### src/rtl/exec_page_tracker.sv
// rtl/exec_page_tracker.sv - tracker of executable pages with CAM lookup.
// Handles insert, full flush, per-ASID sweep and PPN invalidation.
module exec_page_tracker #(
  parameter int PPN_W     = 20,
  parameter int N         = 16,
  parameter int ASID_W    = 9,
  parameter int NQ        = 2,
  parameter int MEGA_BITS = 10,
  localparam int PA_W     = PPN_W + 12,
  localparam int IDX_W    = $clog2(N),
  localparam int CNT_W    = $clog2(N) + 1
) (
  input  logic                 clk,
  input  logic                 rst,
  input  logic                 ins_valid_i,
  output logic                 ins_ready_o,
  input  logic [PPN_W-1:0]     ins_ppn_i,
  input  logic [ASID_W-1:0]    ins_asid_i,
  input  logic                 ins_mega_i,
  input  logic                 ins_global_i,
  input  logic                 flush_all_i,
  input  logic                 flush_asid_valid_i,
  output logic                 flush_asid_ready_o,
  input  logic [ASID_W-1:0]    flush_asid_i,
  input  logic                 inv_valid_i,
  input  logic [PPN_W-1:0]     inv_ppn_i,
  input  logic [NQ*PA_W-1:0]   q_pa_i,
  input  logic [NQ*ASID_W-1:0] q_asid_i,
  output logic [NQ-1:0]        q_hit_o,
  output logic                 busy_o,
  output logic [CNT_W-1:0]     count_o
);

  typedef enum logic {IDLE, SWEEP} state_t;

  state_t              state_q, state_d;
  logic [N-1:0]        valid_q, valid_d;
  logic [PPN_W-1:0]    ppn_q  [N];
  logic [PPN_W-1:0]    ppn_d  [N];
  logic [ASID_W-1:0]   asid_q [N];
  logic [ASID_W-1:0]   asid_d [N];
  logic [N-1:0]        mega_q, mega_d;
  logic [N-1:0]        glob_q, glob_d;
  logic [IDX_W-1:0]    victim_q, victim_d;
  logic [IDX_W-1:0]    sweep_idx_q, sweep_idx_d;
  logic [ASID_W-1:0]   sweep_asid_q, sweep_asid_d;
  logic [CNT_W-1:0]    count_q, count_d;

  logic                ins_fire, fl_fire, dup, free_found;
  logic [IDX_W-1:0]    free_idx, tgt_idx;

  // Megapage entries compare only the PPN bits above MEGA_BITS.
  function automatic logic ppn_eq(input logic [PPN_W-1:0] a, input logic [PPN_W-1:0] b,
                                  input logic mega);
    if (mega) return a[PPN_W-1:MEGA_BITS] == b[PPN_W-1:MEGA_BITS];
    return a == b;
  endfunction

  always_comb begin
    q_hit_o = '0;
    for (int k = 0; k < NQ; k++) begin
      for (int i = 0; i < N; i++) begin
        if (valid_q[i] && (glob_q[i] || asid_q[i] == q_asid_i[k*ASID_W +: ASID_W]) &&
            ppn_eq(ppn_q[i], q_pa_i[k*PA_W+12 +: PPN_W], mega_q[i]))
          q_hit_o[k] = 1'b1;
      end
    end
  end

  assign ins_ready_o        = (state_q == IDLE) && !flush_all_i && !flush_asid_valid_i && !inv_valid_i;
  assign flush_asid_ready_o = (state_q == IDLE) && !flush_all_i;
  assign ins_fire           = ins_valid_i && ins_ready_o;
  assign fl_fire            = flush_asid_valid_i && flush_asid_ready_o;
  assign busy_o             = (state_q == SWEEP);
  assign count_o            = count_q;

  always_comb begin
    dup        = 1'b0;
    free_found = 1'b0;
    free_idx   = '0;
    for (int i = 0; i < N; i++) begin
      if (valid_q[i] && ppn_q[i] == ins_ppn_i && asid_q[i] == ins_asid_i &&
          mega_q[i] == ins_mega_i && glob_q[i] == ins_global_i)
        dup = 1'b1;
      if (!valid_q[i] && !free_found) begin
        free_found = 1'b1;
        free_idx   = IDX_W'(i);
      end
    end
    tgt_idx = free_found ? free_idx : victim_q;
  end

  always_comb begin
    state_d      = state_q;
    valid_d      = valid_q;
    ppn_d        = ppn_q;
    asid_d       = asid_q;
    mega_d       = mega_q;
    glob_d       = glob_q;
    victim_d     = victim_q;
    sweep_idx_d  = sweep_idx_q;
    sweep_asid_d = sweep_asid_q;
    count_d      = '0;

    if (fl_fire) begin
      state_d      = SWEEP;
      sweep_idx_d  = '0;
      sweep_asid_d = flush_asid_i;
    end

    if (state_q == SWEEP) begin
      if (valid_q[sweep_idx_q] && !glob_q[sweep_idx_q] && asid_q[sweep_idx_q] == sweep_asid_q)
        valid_d[sweep_idx_q] = 1'b0;
      if (sweep_idx_q == IDX_W'(N-1)) state_d = IDLE;
      else sweep_idx_d = sweep_idx_q + 1'b1;
    end

    if (ins_fire && !dup) begin
      valid_d[tgt_idx] = 1'b1;
      ppn_d[tgt_idx]   = ins_ppn_i;
      asid_d[tgt_idx]  = ins_asid_i;
      mega_d[tgt_idx]  = ins_mega_i;
      glob_d[tgt_idx]  = ins_global_i;
      if (!free_found) victim_d = victim_q + 1'b1;
    end

    // Invalidation ignores ASID and global so a written exec page is never left stale.
    if (inv_valid_i) begin
      for (int i = 0; i < N; i++)
        if (valid_q[i] && ppn_eq(ppn_q[i], inv_ppn_i, mega_q[i])) valid_d[i] = 1'b0;
    end

    if (flush_all_i) begin
      valid_d     = '0;
      state_d     = IDLE;
      victim_d    = '0;
      sweep_idx_d = '0;
    end

    for (int i = 0; i < N; i++) count_d = count_d + CNT_W'(valid_d[i]);
  end

  always_ff @(posedge clk or posedge rst) begin
    if (rst) begin
      state_q      <= IDLE;
      valid_q      <= '0;
      mega_q       <= '0;
      glob_q       <= '0;
      victim_q     <= '0;
      sweep_idx_q  <= '0;
      sweep_asid_q <= '0;
      count_q      <= '0;
      for (int i = 0; i < N; i++) begin
        ppn_q[i]  <= '0;
        asid_q[i] <= '0;
      end
    end else begin
      state_q      <= state_d;
      valid_q      <= valid_d;
      mega_q       <= mega_d;
      glob_q       <= glob_d;
      victim_q     <= victim_d;
      sweep_idx_q  <= sweep_idx_d;
      sweep_asid_q <= sweep_asid_d;
      count_q      <= count_d;
      ppn_q        <= ppn_d;
      asid_q       <= asid_d;
    end
  end

endmodule

### config.mk
export PLATFORM = sky130hd
export DESIGN_NAME = exec_page_tracker
export DESIGN_NICKNAME = d
export VERILOG_FILES = /design/src/rtl/exec_page_tracker.sv
export SDC_FILE = /design/constraint.sdc
export NUM_CORES = 2
export LEC_CHECK = 0
export CAP_MARGIN = 20
export CORE_MARGIN = 1
export CORE_UTILIZATION = 55
export DETAILED_ROUTE_END_ITERATION = 16
export PLACE_DENSITY = 0.73
export SLEW_MARGIN = 20
export SYNTH_ARGS = -nofsm -noshare
export SYNTH_HDL_FRONTEND = slang
export SYNTH_SLANG_ARGS = --single-unit
### constraint.sdc
create_clock -name clk -period 25.7 [get_ports clk]
set_clock_uncertainty 0.05 [all_clocks]
set_input_delay 3.855 -clock clk [delete_from_list [all_inputs] [get_ports clk]]
set_output_delay 3.855 -clock clk [all_outputs]
set_load 0.01 [all_outputs]
==> run summary <==
The kind of cell with the highest combined delay along the critical path is simple AND/OR/NAND/NOR gates. Clock tree synthesis selected as its root buffer the cell sky130_fd_sc_hd__clkbuf_16. The number of enable flip-flop cells after synthesis is 0. Among all flip-flop cells after synthesis, the most frequent one is sky130_fd_sc_hd__dfrtp_1. The number of global-route vias before repair is 36,900.

Walking the worst path, the cells encountered are clkdlybuf4s50_1 > buf_4 > xnor2_1 > nand4_1 > nor4_1 > a31oi_1 > nor4_1 > nor4_1 > nand4_1 > clkdlybuf4s50_1. The synthesized flop and latch total is 535. 158 I/O pins were placed. STA puts the critical path data arrival time at 8.50 ns. The most critical setup path has its endpoint at q_hit_o[0]. The estimated wirelength of the detail-placed design is 130,000 µm. The initial core utilization came out at 55.8%. The worst reg-to-reg setup slack came out at 17.97 ns.

The critical path startpoint is q_asid_i[3]. The number of buffers inserted by port buffering came out at 133. The number of H-tree levels came out at 3.

The cell depth of the worst flop-to-flop path is 19. For the final routed database, the setup TNS stands at 0 ns. The number of hold-slack violations in the final timing report came to 0.

The number of resized instances in the post-cts repair step came out at 0. The most numerous cell type found on the critical path is sky130_fd_sc_hd__nor4_1. The total of endpoints with negative setup slack in the final report is 0.

The number of antenna violations at the first check in global routing is 9. The worst register-to-register path ends at count_o[4]. For the pin with the worst max-slew slack, the measured transition is 1.33 ns.

The remaining design rule violation count came out at 0. In this run the mean area of a mapped cell was 10.0 µm². For this design, the CTS-stage hold fixing added 0 buffers. The buffer depth of the longest clock path is 3. The number of buffers and inverters on the critical path is 3. At the later pin of the worst-skew pair, clock insertion delay measures 0.64 ns. The global router's overall resource usage is 47.6%. Once placement completed, the tool counted placed cells totaling 5,233. For this design, the slowest cell found on the critical path is sky130_fd_sc_hd__nor4_1.

The total via count in the routed design is 38,100. The routed via count divided by cell count is 7.11. The worst slack on hold paths came out at 0.484 ns. The first-pass iteration count of the detailed router came out at 7.

The core footprint is 82,500 µm². For this run, the number of standard cells in the final layout without fillers is 5,354. The post-CTS clock slew at the launch and capture registers of the worst setup and hold paths came out at 0.06 ns.

The routed wirelength normalized by instance count is 37.8 µm. In this run the worst path has a maximum fanout of 16. The async set or reset register ratio after synthesis is 100%. The switching power summed over all nets came out at 0.774 mW. Routability-driven placement finished with a final weighted congestion of 1.08. The total count of max-transition violations in the final report was 0. The floorplan step defined a die boundary enclosing 84,900 µm².

The clock tree from TritonCTS is done. The worst hold path belongs to the class register to register. In this run the remaining antenna-violating nets after routing total 0. The worst-case vdd ir drop came out at 0.0000457 V. The final wirelength came out at 202,000 µm. The die extent in x came out at 291 µm. The worst setup path is captured at an output pin. The power per unit of standard cell area came out at 49.4 nW/µm².

The number of different library cells in the post-synthesis netlist came out at 71. The number of buffers created by CTS is 66. Derived from the worst setup path, the maximum achievable clock frequency is 80.6 MHz.

The setup fix buffers added after clock tree synthesis came out at 0. Of the total power, the share spent switching nets is 32.4%. After synthesis, the most frequently instantiated cells are sky130_fd_sc_hd__xnor2_1, sky130_fd_sc_hd__xor2_1, sky130_fd_sc_hd__dfrtp_1, sky130_fd_sc_hd__clkbuf_1, sky130_fd_sc_hd__nand4_1. The combinational power share came out at 21.3%. The final-stage net count is 4,401. The clock sink count came out at 535.

Setup repair after global routing left no endpoint under its margin. The worst setup path is launched from an input pin. The number of nets handed over by synthesis was 4,768. The die height is 291 µm. Sorting the synthesized cells by area gives the leading types as sky130_fd_sc_hd__dfrtp_1, sky130_fd_sc_hd__xnor2_1, sky130_fd_sc_hd__xor2_1. The total number of cells along the worst setup path came out at 10.

The placement row count came out at 105. The total of max-cap violations is 0. Entering global routing, the biggest net connects 76 pins.

The start of the worst register-to-register path is asid_q[82]. The run finished with clean final reports. The internal portion of the total power is 1.61 mW. The part of the cycle the worst path needs came out at 48.3%.

The share of post-route cells with drive strength above 1 is 15.4%. Summed over all layers, the global routing overflow is 0. The area fraction of the dominant cell type after synthesis came out at 29.1%. The share of total power in the clock network came out at 40.1%. The number of synthesis warnings came out at 0. The cell count after synthesis is 4,600. Of all cell types, the one taking the most synthesized area is sky130_fd_sc_hd__dfrtp_1. The starting DRC count in detailed routing is 5,530. The register area share after synthesis came out at 29.1%. The area of the mapped netlist is 46,100 µm². The time the worst path needs with I/O delays and setup came out at 12.40 ns. The most frequent cell after synthesis is sky130_fd_sc_hd__xnor2_1. Relative to the synthesized area, the layout overhead comes to 4.86%. The sequential share of power came out at 38.5%. Data on the critical path is required at its endpoint by 21.80 ns. The leakage component of the power came out at 20.4 nW. The first global-routing pass estimated 284,000 µm of wire. The critical path is of the input pin to output pin type.

Fill cells in the final layout number 7,083. The relative slew slack is 10.3%. On the worst path, the slowest cell contributes a delay of 1.08 ns.
[logic make-up after synthesis]
family          synth area share [%]
xor+xnor                        33.4
simple gates                    11.0
buf+inv                         7.82
mux                             14.9
flops                           29.1
compound gates                  3.12
fa+ha+maj                      0.706
[layout make-up]
class	count	area, µm²	share of cell area (%)
Inverter	34	135	0.280
Timing Repair Buffer	260	2060	4.27
Clock buffer	96	1930	3.99
Sequential cell	535	13400	27.7
Tap cell	1070	1340	2.77
Clock inverter	18	213	0.440
Antenna cell	5	12.5	0.0259
Multi-Input combinational cell	3336	29200	60.5
[cells in the final DEF (no fill, tap or decap), types with 67 or more instances in the layout]
cell / count
sky130_fd_sc_hd__nor4_1: 267
sky130_fd_sc_hd__mux2_1: 204
sky130_fd_sc_hd__dfrtp_1: 533
sky130_fd_sc_hd__buf_4: 126
sky130_fd_sc_hd__nand4_1: 337
sky130_fd_sc_hd__clkbuf_16: 67
sky130_fd_sc_hd__xnor2_1: 1056
sky130_fd_sc_hd__clkdlybuf4s50_1: 88
sky130_fd_sc_hd__xor2_1: 684
sky130_fd_sc_hd__nand2_1: 67
sky130_fd_sc_hd__mux2_2: 232
[tightest hold or removal path: stages, from the launching register on]
cell and delay [ns]:
sky130_fd_sc_hd__dfrtp_1 0.38, sky130_fd_sc_hd__nand2_1 0.07, sky130_fd_sc_hd__nand2_1 0.06
[stage by stage]
step / power [mW] / instance area (µm²) / util (%) / setup slack (ns)
after floorplan: 1.24 / 46100 / - / 6.84
after global placement: 1.40 / 46000 / 55.7 / 13.84
after detailed placement: 1.41 / 46000 / 55.7 / 13.87
after CTS: 2.35 / 48100 / 58.3 / 13.86
after global routing: 2.43 / 48300 / 58.5 / 13.75
final: 2.39 / 48300 / 58.5 / 13.30
[metal layers]
| layer | vias up | global-route usage [%] | part of all wire [%] |
|---|---|---|---|
| li1 | 15000 | - | - |
| met1 | 18700 | 55.0 | 34 |
| met2 | 3199 | 67.3 | 41 |
| met3 | 1180 | 18.5 | 13 |
| met4 | 10 | 44.2 | 12 |
| met5 | - | 0.113 | 0.036 |
[power groups by stage]
stage	registers, mW	clock network, mW	logic [mW]
5_1_grt	0.919	0.988	0.521
6_report	0.919	0.958	0.509
2_1_floorplan	0.896	0	0.348
3_5_place_dp	0.930	0	0.478
4_1_cts	0.916	0.958	0.480
3_3_place_gp	0.930	0	0.471
[worst min-delay path by stage]
stage | start | endpoint | slack, ns | depth (start not counted)
2_1_floorplan | sweep_asid_q[6] | sweep_asid_q[6] | 0.42 | 2
3_3_place_gp | sweep_asid_q[1] | sweep_asid_q[1] | 0.46 | 2
3_5_place_dp | sweep_asid_q[1] | sweep_asid_q[1] | 0.47 | 2
4_1_cts | sweep_asid_q[1] | sweep_asid_q[1] | 0.49 | 2
5_1_grt | sweep_asid_q[1] | sweep_asid_q[1] | 0.50 | 2
6_report | sweep_asid_q[1] | sweep_asid_q[1] | 0.48 | 2
[flip-flops by register name, indices dropped and copies added (netlist names)]
register	count
asid_q	144
busy_o	1
count_o	5
glob_q	16
mega_q	16
ppn_q	320
sweep_asid_q	9
sweep_idx_q	4
valid_q	16
victim_q	4
No activity file was read; power rests on OpenSTA's default activity.
